[src/rtl/alu_nibble_sequencer.sv]
// Sequencer that runs one wide ALU operation as NIBBLES chained 4-bit passes through
// an external combinational ALU slice, assembling the wide result and final carry.
module alu_nibble_sequencer #(
   parameter int NIBBLES = 4
) (
   input  logic                   clk,
   input  logic                   rst_n,
   input  logic                   start,
   input  logic [4*NIBBLES-1:0]   op_a,
   input  logic [4*NIBBLES-1:0]   op_b,
   input  logic [3:0]             op_s,
   input  logic                   op_m,
   input  logic                   carry_in,
   output logic                   ready,
   output logic                   busy,
   output logic                   done,
   output logic [4*NIBBLES-1:0]   result,
   output logic                   carry_out,
   output logic                   zero,
   output logic [3:0]             alu_a,
   output logic [3:0]             alu_b,
   output logic [3:0]             alu_s,
   output logic                   alu_m,
   output logic                   alu_pin,
   input  logic [3:0]             alu_r,
   input  logic                   alu_cout
);

   localparam int W  = 4 * NIBBLES;
   localparam int IW = $clog2(NIBBLES);
   localparam logic [IW-1:0] LAST = IW'(NIBBLES - 1);

   typedef enum logic [1:0] {IDLE, RUN, DONE} state_t;

   state_t        state, state_nxt;
   logic [IW-1:0] idx;
   logic [W-1:0]  a_lat, b_lat;
   logic [W-1:0]  result_nxt;
   logic          carry;
   logic          accept;
   logic          last;

   assign ready  = (state != RUN);
   assign busy   = (state == RUN);
   assign done   = (state == DONE);
   assign accept = ready && start;
   assign last   = (idx == LAST);

   always_comb begin
      state_nxt = state;
      case (state)
         IDLE:    if (start) state_nxt = RUN;
         RUN:     if (last) state_nxt = DONE;
         DONE:    state_nxt = start ? RUN : IDLE;
         default: state_nxt = IDLE;
      endcase
   end

   // Slice drive is gated to RUN so the ALU sees zeros whenever no pass is in flight.
   always_comb begin
      alu_a      = '0;
      alu_b      = '0;
      alu_pin    = 1'b0;
      result_nxt = result;
      if (state == RUN) begin
         alu_a   = a_lat[4*int'(idx) +: 4];
         alu_b   = b_lat[4*int'(idx) +: 4];
         alu_pin = carry;
         result_nxt[4*int'(idx) +: 4] = alu_r;
      end
   end

   always_ff @(posedge clk or negedge rst_n) begin
      if (!rst_n) begin
         state     <= IDLE;
         idx       <= '0;
         a_lat     <= '0;
         b_lat     <= '0;
         alu_s     <= '0;
         alu_m     <= 1'b0;
         carry     <= 1'b0;
         result    <= '0;
         carry_out <= 1'b0;
         zero      <= 1'b0;
      end else begin
         state <= state_nxt;
         if (accept) begin
            a_lat     <= op_a;
            b_lat     <= op_b;
            alu_s     <= op_s;
            alu_m     <= op_m;
            carry     <= carry_in;
            idx       <= '0;
            result    <= '0;
            carry_out <= 1'b0;
            zero      <= 1'b0;
         end else if (state == RUN) begin
            result <= result_nxt;
            carry  <= alu_cout;
            if (last) begin
               carry_out <= alu_cout;
               zero      <= (result_nxt == '0);
            end else begin
               idx <= idx + 1'b1;
            end
         end
      end
   end

endmodule

[config.mk]
export PLATFORM = sky130hd
export DESIGN_NAME = alu_nibble_sequencer
export DESIGN_NICKNAME = d
export VERILOG_FILES = /design/src/rtl/alu_nibble_sequencer.sv
export SDC_FILE = /design/constraint.sdc
export NUM_CORES = 1
export LEC_CHECK = 0
export CORE_ASPECT_RATIO = 1.25
export CORE_MARGIN = 2
export CORE_UTILIZATION = 40
export CTS_CLUSTER_DIAMETER = 40
export DETAILED_ROUTE_END_ITERATION = 8
export GPL_TIMING_DRIVEN = 0
export PLACE_DENSITY = 0.69
export SLEW_MARGIN = 40
export SYNTH_ARGS = -nofsm -noshare
export SYNTH_HDL_FRONTEND = slang
export SYNTH_SLANG_ARGS = --single-unit
[constraint.sdc]
create_clock -name clk -period 3.4 [get_ports clk]
set_input_delay 0.51 -clock clk [delete_from_list [all_inputs] [get_ports clk]]
set_output_delay 0.51 -clock clk [all_outputs]
set_load 0.01 [all_outputs]
## Word-level counts from Yosys, hierarchy flattened

Cells that the tools add are included.

- Input bits: 46
- Flip-flop bits (word level): 60
- Logic and storage cells: 53
- Output and inout port bits: 35

- Shift-type cells: 4
- Eq/ne operators: 7
- $add $sub $neg: 2
- Muxes and demuxes: 22
- Reductions and logical operators: 8

Operators with widths:

| kind | count |
|---|---|
| $mux W16 | 3 |
| $neg A4 Y33 | 1 |
| $shift A4 B33 Y16 const A | 1 |
| $shiftx A4 B33 Y16 | 1 |
| $shiftx A16 B5 Y4 | 2 |
| $bwmux W16 | 1 |
| $logic_not A16 Y1 | 1 |
| $mux W1 | 10 |
| $mux W2 | 5 |
| $mux W4 | 2 |
| $pmux W2 S3 | 1 |
| $reduce_and A2 Y1 | 3 |
| $eq A2 B2 Y1 const B | 2 |
| $ne A2 B1 Y1 const B | 2 |
| $ne A2 B2 Y1 const B | 2 |
| $reduce_bool A2 Y1 | 2 |
| $add A2 B1 Y2 const B | 1 |
| $eq A2 B1 Y1 const B | 1 |
| $logic_not A2 Y1 | 1 |
| $logic_and A1 B1 Y1 | 1 |

## Longest topological paths before layout

- Depth after elaboration: 8
- Depth in mapped cells: 9
- Depth with buffers taken out: 7

## Least setup slack after synthesis

No wires, ideal clock.

- Path kind: register to register
- From: register idx[0]
- To: register zero
- Period minus slack after synthesis: 2,096 ps
- Path buffers: 1
- Cell stages (with the launch flop): 9
- Library setup time: 121 ps
- Data arrival time: 1,975 ps
- Slack: 1,304 ps
- Data required time: 3,279 ps
- Cells stage by stage: dfrtp_1 buf_2 inv_1 ha_1 or3b_1 nor2_1 a22oi_1 nand4_1 o21ai_1

- Cells in the longest elaborated chain, start to end: 8
- Elaborated cells between the ends (all ways): 12
- Classes of those cells: add/sub: 1; eq/ne: 1; shift: 2; mux: 5; reduce/logical: 3

RTL lines:

| what | RTL line | source |
|---|---|---|
| start: declaration | 36 | `logic [IW-1:0] idx;` |
| start signal: assignment | 104 | `idx <= idx + 1'b1;` |
| $neg A4 Y33 | 69 | `result_nxt[4*int'(idx) +: 4] = alu_r;` |
| $shiftx A4 B33 Y16 / $shift A4 B33 Y16 (equally long branches) | 69 |  |
| $bwmux W16 | 69 |  |
| $mux W16 | 65 | `if (state == RUN) begin` |
| $logic_not A16 Y1 | 102 | `zero <= (result_nxt == '0);` |
| $mux W1 | 100 | `if (last) begin` |
| $mux W1 | 97 | `end else if (state == RUN) begin` |
| $mux W1 | 87 | `if (accept) begin` |
| end signal: assignment | 102 |  |
| end: declaration | 19 | `output logic zero,` |

Parallel ways exist; a longest one is shown, timed or not. The select of a mux whose other input is x is not followed.
A chain may end at the register's enable or synchronous reset.

## Worst setup path in the final report

- From: register idx[0]
- To: output alu_a[2]

- Cells in the longest elaborated chain, start to end: 2

RTL lines:

| what | RTL line | source |
|---|---|---|
| $shiftx A16 B5 Y4 | 66 | `alu_a = a_lat[4*int'(idx) +: 4];` |
| $mux W4 | 65 |  |
| end: declaration | 20 | `output logic [3:0] alu_a,` |

No other way between the ends.

==> results by group <==
Status
  – Status: complete, no violations

Finish
  – Multi-input logic area: 1190 µm²
  – Fin util: 57.6%
  – Register Area: 1500 µm²
  – FILL cells: 643
  – Share of cells above drive strength 1: 11.0%
  – Final Cell Area: 3970 µm²
  – Ant. Diodes: 0
  – Area Growth Syn to Fin: 41.6%
  – Final nets: 428

Yosys
  – Unique masters post-synth: 38
  – Register bit count reported by yosys: 60
  – Post-synthesis mux area share: 7.19%
  – Synth Area in Compound Gates: 9.11%
  – Mapped Area: 2800 µm²
  – Syn_nets: 336
  – Synth Warn #: 0
  – Synth Area per Inst: 9.86 µm²
  – XOR/XNOR Fraction of Synth Area: 0%
  – Synth Area in Simple Gates: 23.4%
  – Synth Area in Adders: 2.68%
  – Most used DFF post-synth: dfrtp_1
  – Largest family of logic cells by synthesized area: simple AND/OR/NAND/NOR gates
  – Asr flop ratio synth: 100%
  – Post-synthesis sequential area ratio: 53.6%
  – Number of synthesized flops with an enable pin: 0
  – Post-Synthesis Cells: 284

Routing
  – Routed wire length: 6750 µm
  – Drt wl/cell: 14.3 µm
  – Post-route ant nets: 0
  – Drt pass-1 iters: 4
  – DRT iter0 DRCs: 115
  – DRC: 0
  – Vias per cell: 5.00
  – Via count: 2355

Timing
  – Final Setup Violations: 0
  – Max_slew headroom: 59.7%
  – Fin crit period: 2.88 ns
  – Worst slew pin tran: 0.605 ns
  – RSZ-0062 raised after global routing: false
  – Final hold violations: 0
  – FMAX: 0.347 GHz
  – Final Max Slew Viols: 0
  – Final Skew: 0.00419 ns
  – Worst hold slack: 0.0319 ns
  – Fin crit share: 84.8%

Floorplan
  – Chip width: 78.9 µm
  – Die area: 7690 µm²
  – Rows: 34
  – Initial Utilization: 40.6%
  – Core area: 6890 µm²
  – I/O pins: 81
  – Die height: 97.6 µm

Power
  – Worst vdd ir: 0.382 mV
  – Leakage power: 1.88 nW
  – PwrDens: 867 nW/µm²

Critical path
  – Worst setup SP type: flip-flop
  – Critical Path AT: 2.37 ns
  – Slowest stage delay, CP: 0.55 ns
  – Critical path's slowest cell: mux4_2
  – Crit-path max FO: 10
  – Crit path kind: flip-flop to output port
  – Worst reg-to-reg setup slack: 0.80 ns
  – Reg-to-reg startpoint: idx[1]
  – CP required: 2.89 ns
  – Worst R2R End: zero
  – Critical Path End Type: output port
  – Critical Path End: alu_a[2]
  – CP Launch Point: idx[0]
  – Worst reg2reg path depth: 8
  – Crit-path cells: buf_2 -> mux4_2 -> and2_1 -> clkdlybuf4s50_1

Placed design
  – Hpwl dp: 4970 µm
  – Port buffer count: 80
  – RePlAce Congestion: 0.821
  – Placed cell areas: 3730 µm²

Clock tree
  – Later-pin clock latency in the skew report: 0.33 ns
  – Clk buf depth: 2
  – Clock transition at the registers of the reported paths: 0.06 ns
  – Post CTS Setup Buffer Count: 0
  – Max H-tree Level: 3
  – TritonCTS clock tree: done
  – TritonCTS buffer count: 9
  – Total clock sinks: 60
  – Root buffer cell: clkbuf_8
  – Post_cts resized: 0
  – Hold-fix buffers at CTS: 0

GRT
  – Global Route Usage Sum: 18.9%
  – Vias in the first global route: 2401
  – Global route overflow: 0
  – First-pass GRT wire length: 11400 µm
  – Initial antenna violation count: 0
  – Largest net degree at the start of global routing: 45

Min path
  – HP Class: primary input to async pin

Job
  – MaxCap Viol Count: 0
[flip-flops by register name, summed over array words and instances, names as in the netlist]
signal and flops:
a_lat 16, alu_m 1, alu_s 4, b_lat 16, carry 1, carry_out 1
idx 2, result 16, state 2, zero 1
[worst min path at each step]
stage / startpoint / end / slack, ns / cells past startpoint
3_3_place_gp: b_lat[8] / b_lat[8] / 0.45 / 2
3_5_place_dp: rst_n / alu_m / 0.40 / 1
5_1_grt: rst_n / a_lat[14] / 0.03 / 1
6_report: rst_n / a_lat[14] / 0.03 / 1
4_1_cts: rst_n / alu_m / 0.03 / 1
2_1_floorplan: rst_n / a_lat[0] / 0.21 / 0
[metrics by stage]
| stage | setup WS [ns] | power (mW) | TNS, ns | cells |
|---|---|---|---|---|
| 2_1_floorplan | 1.30 | 2.08 | 0 | 284 |
| 3_3_place_gp | -0.0685 | 2.68 | -3.85 | 454 |
| 3_5_place_dp | 0.798 | 2.73 | 0 | 455 |
| 4_1_cts | 0.472 | 3.49 | 0 | 471 |
| 5_1_grt | 0.380 | 3.69 | 0 | 471 |
| 6_report | 0.515 | 3.44 | 0 | 471 |
[power breakdown]
part           switching, mW  internal (mW)  leakage (nW)
registers              0.167          0.996         0.768
clock network          0.269          0.470         0.122
logic                  0.748          0.791         0.988
total                   1.18           2.26          1.88
[area by class of cell]
class                      instances  share of cell area, %
timing repair buffer              81                   20.6
sequential                        60                   37.8
clock buffer                      12                   4.16
inverter                           5                  0.536
tap                               90                   2.84
clock inverter                     4                   1.77
multi-input combinational        204                   30.0
buffer                            15                   2.27
[metal layers]
metal | routed length, µm | vias to the layer above | part of all wire, % | global-route usage [%]
li1 | - | 1133 | - | -
met1 | 2890 | 1124 | 43 | 24.1
met2 | 3270 | 81 | 48 | 29.8
met3 | 407 | 17 | 6.0 | 4.74
met4 | 182 | 0 | 2.7 | 9.55
met5 | 0 | - | 0 | 0
[cell usage in the layout (no fill, tap or decap), drive strengths merged, types with 3 or more instances in the layout]
cell type        n
a21oi            5
a22o            16
a22oi            3
and2             9
buf             13
clkbuf          16
clkdlybuf4s50   79
dfrtp           60
ha               6
inv              5
mux4             8
nand2          119
nand3            3
nor2             6
o21ai            7
[worst max-delay path: cells and delay by family (launching register included)]
kind	cells	cell delay, ns
flops	1	0.46
buf+inv	2	0.85
mux	1	0.55
simple gates	1	0.18
[synthesized netlist by cell type, types with 2 or more instances]
master	number	area (µm²)
a21oi_1	5	25.0
a22o_1	16	140
a22oi_1	2	15.0
and2_1	9	56.3
buf_2	6	30.0
buf_6	3	33.8
clkbuf_1	4	15.0
dfrtp_1	60	1500
ha_1	6	75.1
inv_1	4	15.0
mux4_2	8	180
nand2_1	119	447
nand3_1	3	15.0
nand4_1	2	12.5
nor2_1	5	18.8
nor2b_1	2	12.5
nor3_1	2	10.0
nor4_1	2	12.5
o21ai_0	6	30.0
o22ai_1	2	12.5
[kinds of logic after synthesis]
family | Yosys count
flip-flops | 60
buffers and inverters | 20
AO/OA/AOI/OAI | 35
adder cells (fa/ha/maj) | 6
AND/OR/NAND/NOR | 153
multiplexers | 10
No activity file was read; power rests on OpenSTA's default activity.
==> variant (config.mk and constraints unchanged) <==
The 3 states of `state_t` get a one-hot encoding in 3 bits.
--- a/src/rtl/alu_nibble_sequencer.sv
+++ b/src/rtl/alu_nibble_sequencer.sv
@@ -30,7 +30,7 @@
    localparam int IW = $clog2(NIBBLES);
    localparam logic [IW-1:0] LAST = IW'(NIBBLES - 1);
 
-   typedef enum logic [1:0] {IDLE, RUN, DONE} state_t;
+   typedef enum logic [2:0] {IDLE = 3'b001, RUN = 3'b010, DONE = 3'b100} state_t;
 
    state_t        state, state_nxt;
    logic [IW-1:0] idx;
Check against the original RTL: no difference found for any inputs over 10 cycles, from zero or initial values and one cycle with rst_n low; not proved beyond that.
==> variant against the original RTL <==
- cell count is 0.21% lower
- clock skew is 6.6 ps higher
- fmax is 4.5% lower
- cell area is 0.32% higher
- register-to-register slack better by 70 ps
- worst setup slack worse by 140 ps
- synthesized area is 1.3% higher
- total power is 28% lower
- clock power is 10% lower
- hold slack better by 20 ps
- wire length is 3.9% lower
- core utilization is 0.17 points lower
- sequential cell count is 1 higher
- critical path type unchanged
==> variant: results (changes against the original RTL) <==
stage,metric,value,unit,change
status,outcome,finished clean,,
detailed_routing,drt_iter0_markers,93,,-19%
yosys,synth_fa_ha_area_share,2.64,%,-0.035 points
worst_setup_path,crit_arrival,2510,ps,+140 ps
global_routing,track_usage,18.0,%,-0.94 points
clock_network,cts-resized-gates,0,,unchanged
worst_setup_path,r2r_slack,870,ps,+70 ps
yosys,yosys_warnings,0,,unchanged
yosys,yosysSeqAreaShare,53.8,%,+0.22 points
place,gp_congestion,0.796,,-3.1%
detailed_routing,viasPerCell,4.98,,-0.38%
worst_setup_path,worst_path_largest_cell_delay,540,ps,
cells_and_area,drive_gt1_share,10.5,%,-0.50 points
yosys,muxShareOfSynthArea,7.45,%,+0.26 points
place,dp_slack,727,ps,-70.4 ps
place,dp_hpwl,4840,um,-2.6%
pwr,peakVddDrop,0.000283,V,-26%
sta,worst_pin_slew,600,ps,-5.21 ps
detailed_routing,wl_per_cell,13.8,um,-3.7%
worst_setup_path,cpMaxStageDelayCell,clkdlybuf4s50_1,,
yosys,synth_edf_count,0,,unchanged
pwr,total_leakage_power,0.00187,uW,-0.39%
yosys,synth_compound_gate_area_share,9.12,%,+0.012 points
yosys,syn_nets,335,,-0.30%
worst_setup_path,rr_startpoint,idx[0],,
yosys,ys_top_cells_by_area,"dfrtp_1 53%, nand2_1 16%, mux4_2 6.3%",,
worst_setup_path,rr_worst_depth,7,,-1
worst_setup_path,timing.rr.end,result[0],,
global_routing,grt_pass1_vias,2352,,-2.0%
yosys,synth_cell_types,37,,-2.6%
global_routing,grt-ovfl-total,0,,unchanged
yosys,synthTopCellsByCount,"118 x nand2_1, 60 x dfrtp_1, 17 x a22o_1",,
sta,fin_worst_skew,10.8,ps,+6.57 ps
cells_and_area,num-nets-final,427,,-0.23%
global_routing,grt_pass1_wl,11000,um,-3.5%
## variant: changes by cell type after synthesis, moves of 3 or more
cell     before  now
o21ai_0       6    1
a21oi_1       5    9
buf_2         6    9
buf_6         3    0
## variant: final cells by class
type / instances / area, um2
clock inverter: 5 / 58.8
buffer: 13 / 60.1
clock buffer: 11 / 151
sequential: 61 / 1530
tap: 90 / 113
multi-input combinational: 205 / 1240
timing repair buffer: 81 / 818
inverter: 4 / 15.0
fill: 613 / 2950
## variant: layer usage
metal  global-route usage (%)  up-vias  routed length [um]
met1                     22.9     1104                2830
met5                        0        -                   0
met2                     29.5       74                3160
li1                         -     1148                   -
met3                     2.87       15                 347
met4                     9.02        0                 149
## variant: cell families (layout without fill, tap and decap cells)
logic type / after synthesis / after routing
flops: 61 / 61
simple gates: 153 / 153
buf+inv: 17 / 114
fa+ha+maj: 6 / 6
mux: 11 / 11
compound gates: 35 / 35
## variant: per-stage QoR
step           std cells  total power (uW)  utilization (%)  hold WS, ps  instance area (um2)
3_5_place_dp         454              1850             54.4          420                 3770
5_1_grt              470              2650             57.4         70.4                 3980
6_report             470              2490             57.4         52.1                 3980
4_1_cts              470              2510             57.4         56.4                 3980
3_3_place_gp         453              1820             54.1          454                 3750
2_1_floorplan        283              1520                -          214                 2840
## variant: how the worst max path moves through the flow
stage / startpoint / slack, ps / depth (start not counted) / endpoint
final: state[2] / 380 / 5 / alu_a[0]
after CTS: state[2] / 360 / 5 / alu_a[0]
after global placement: rst_n / -80 / 1 / carry
after global routing: state[2] / 230 / 5 / alu_a[0]
after detailed placement: state[2] / 730 / 5 / alu_b[1]
after floorplan: idx[0] / 1220 / 8 / zero
## variant: where the power goes
| group | leakage (uW) | internal, uW | total (uW) | switching (uW) |
|---|---|---|---|---|
| sequential | 0.000779 | 885 | 987 | 102 |
| combinational | 0.000991 | 428 | 837 | 409 |
| clock | 0.000102 | 378 | 665 | 287 |
| total | 0.00187 | 1690 | 2490 | 798 |
## variant: worst max-delay path: cells and delay by family (launching register included)
family                 cells  cell delay [ps]
DFF                        1              470
and+or+nand+nor            2              490
buffers and inverters      3             1220
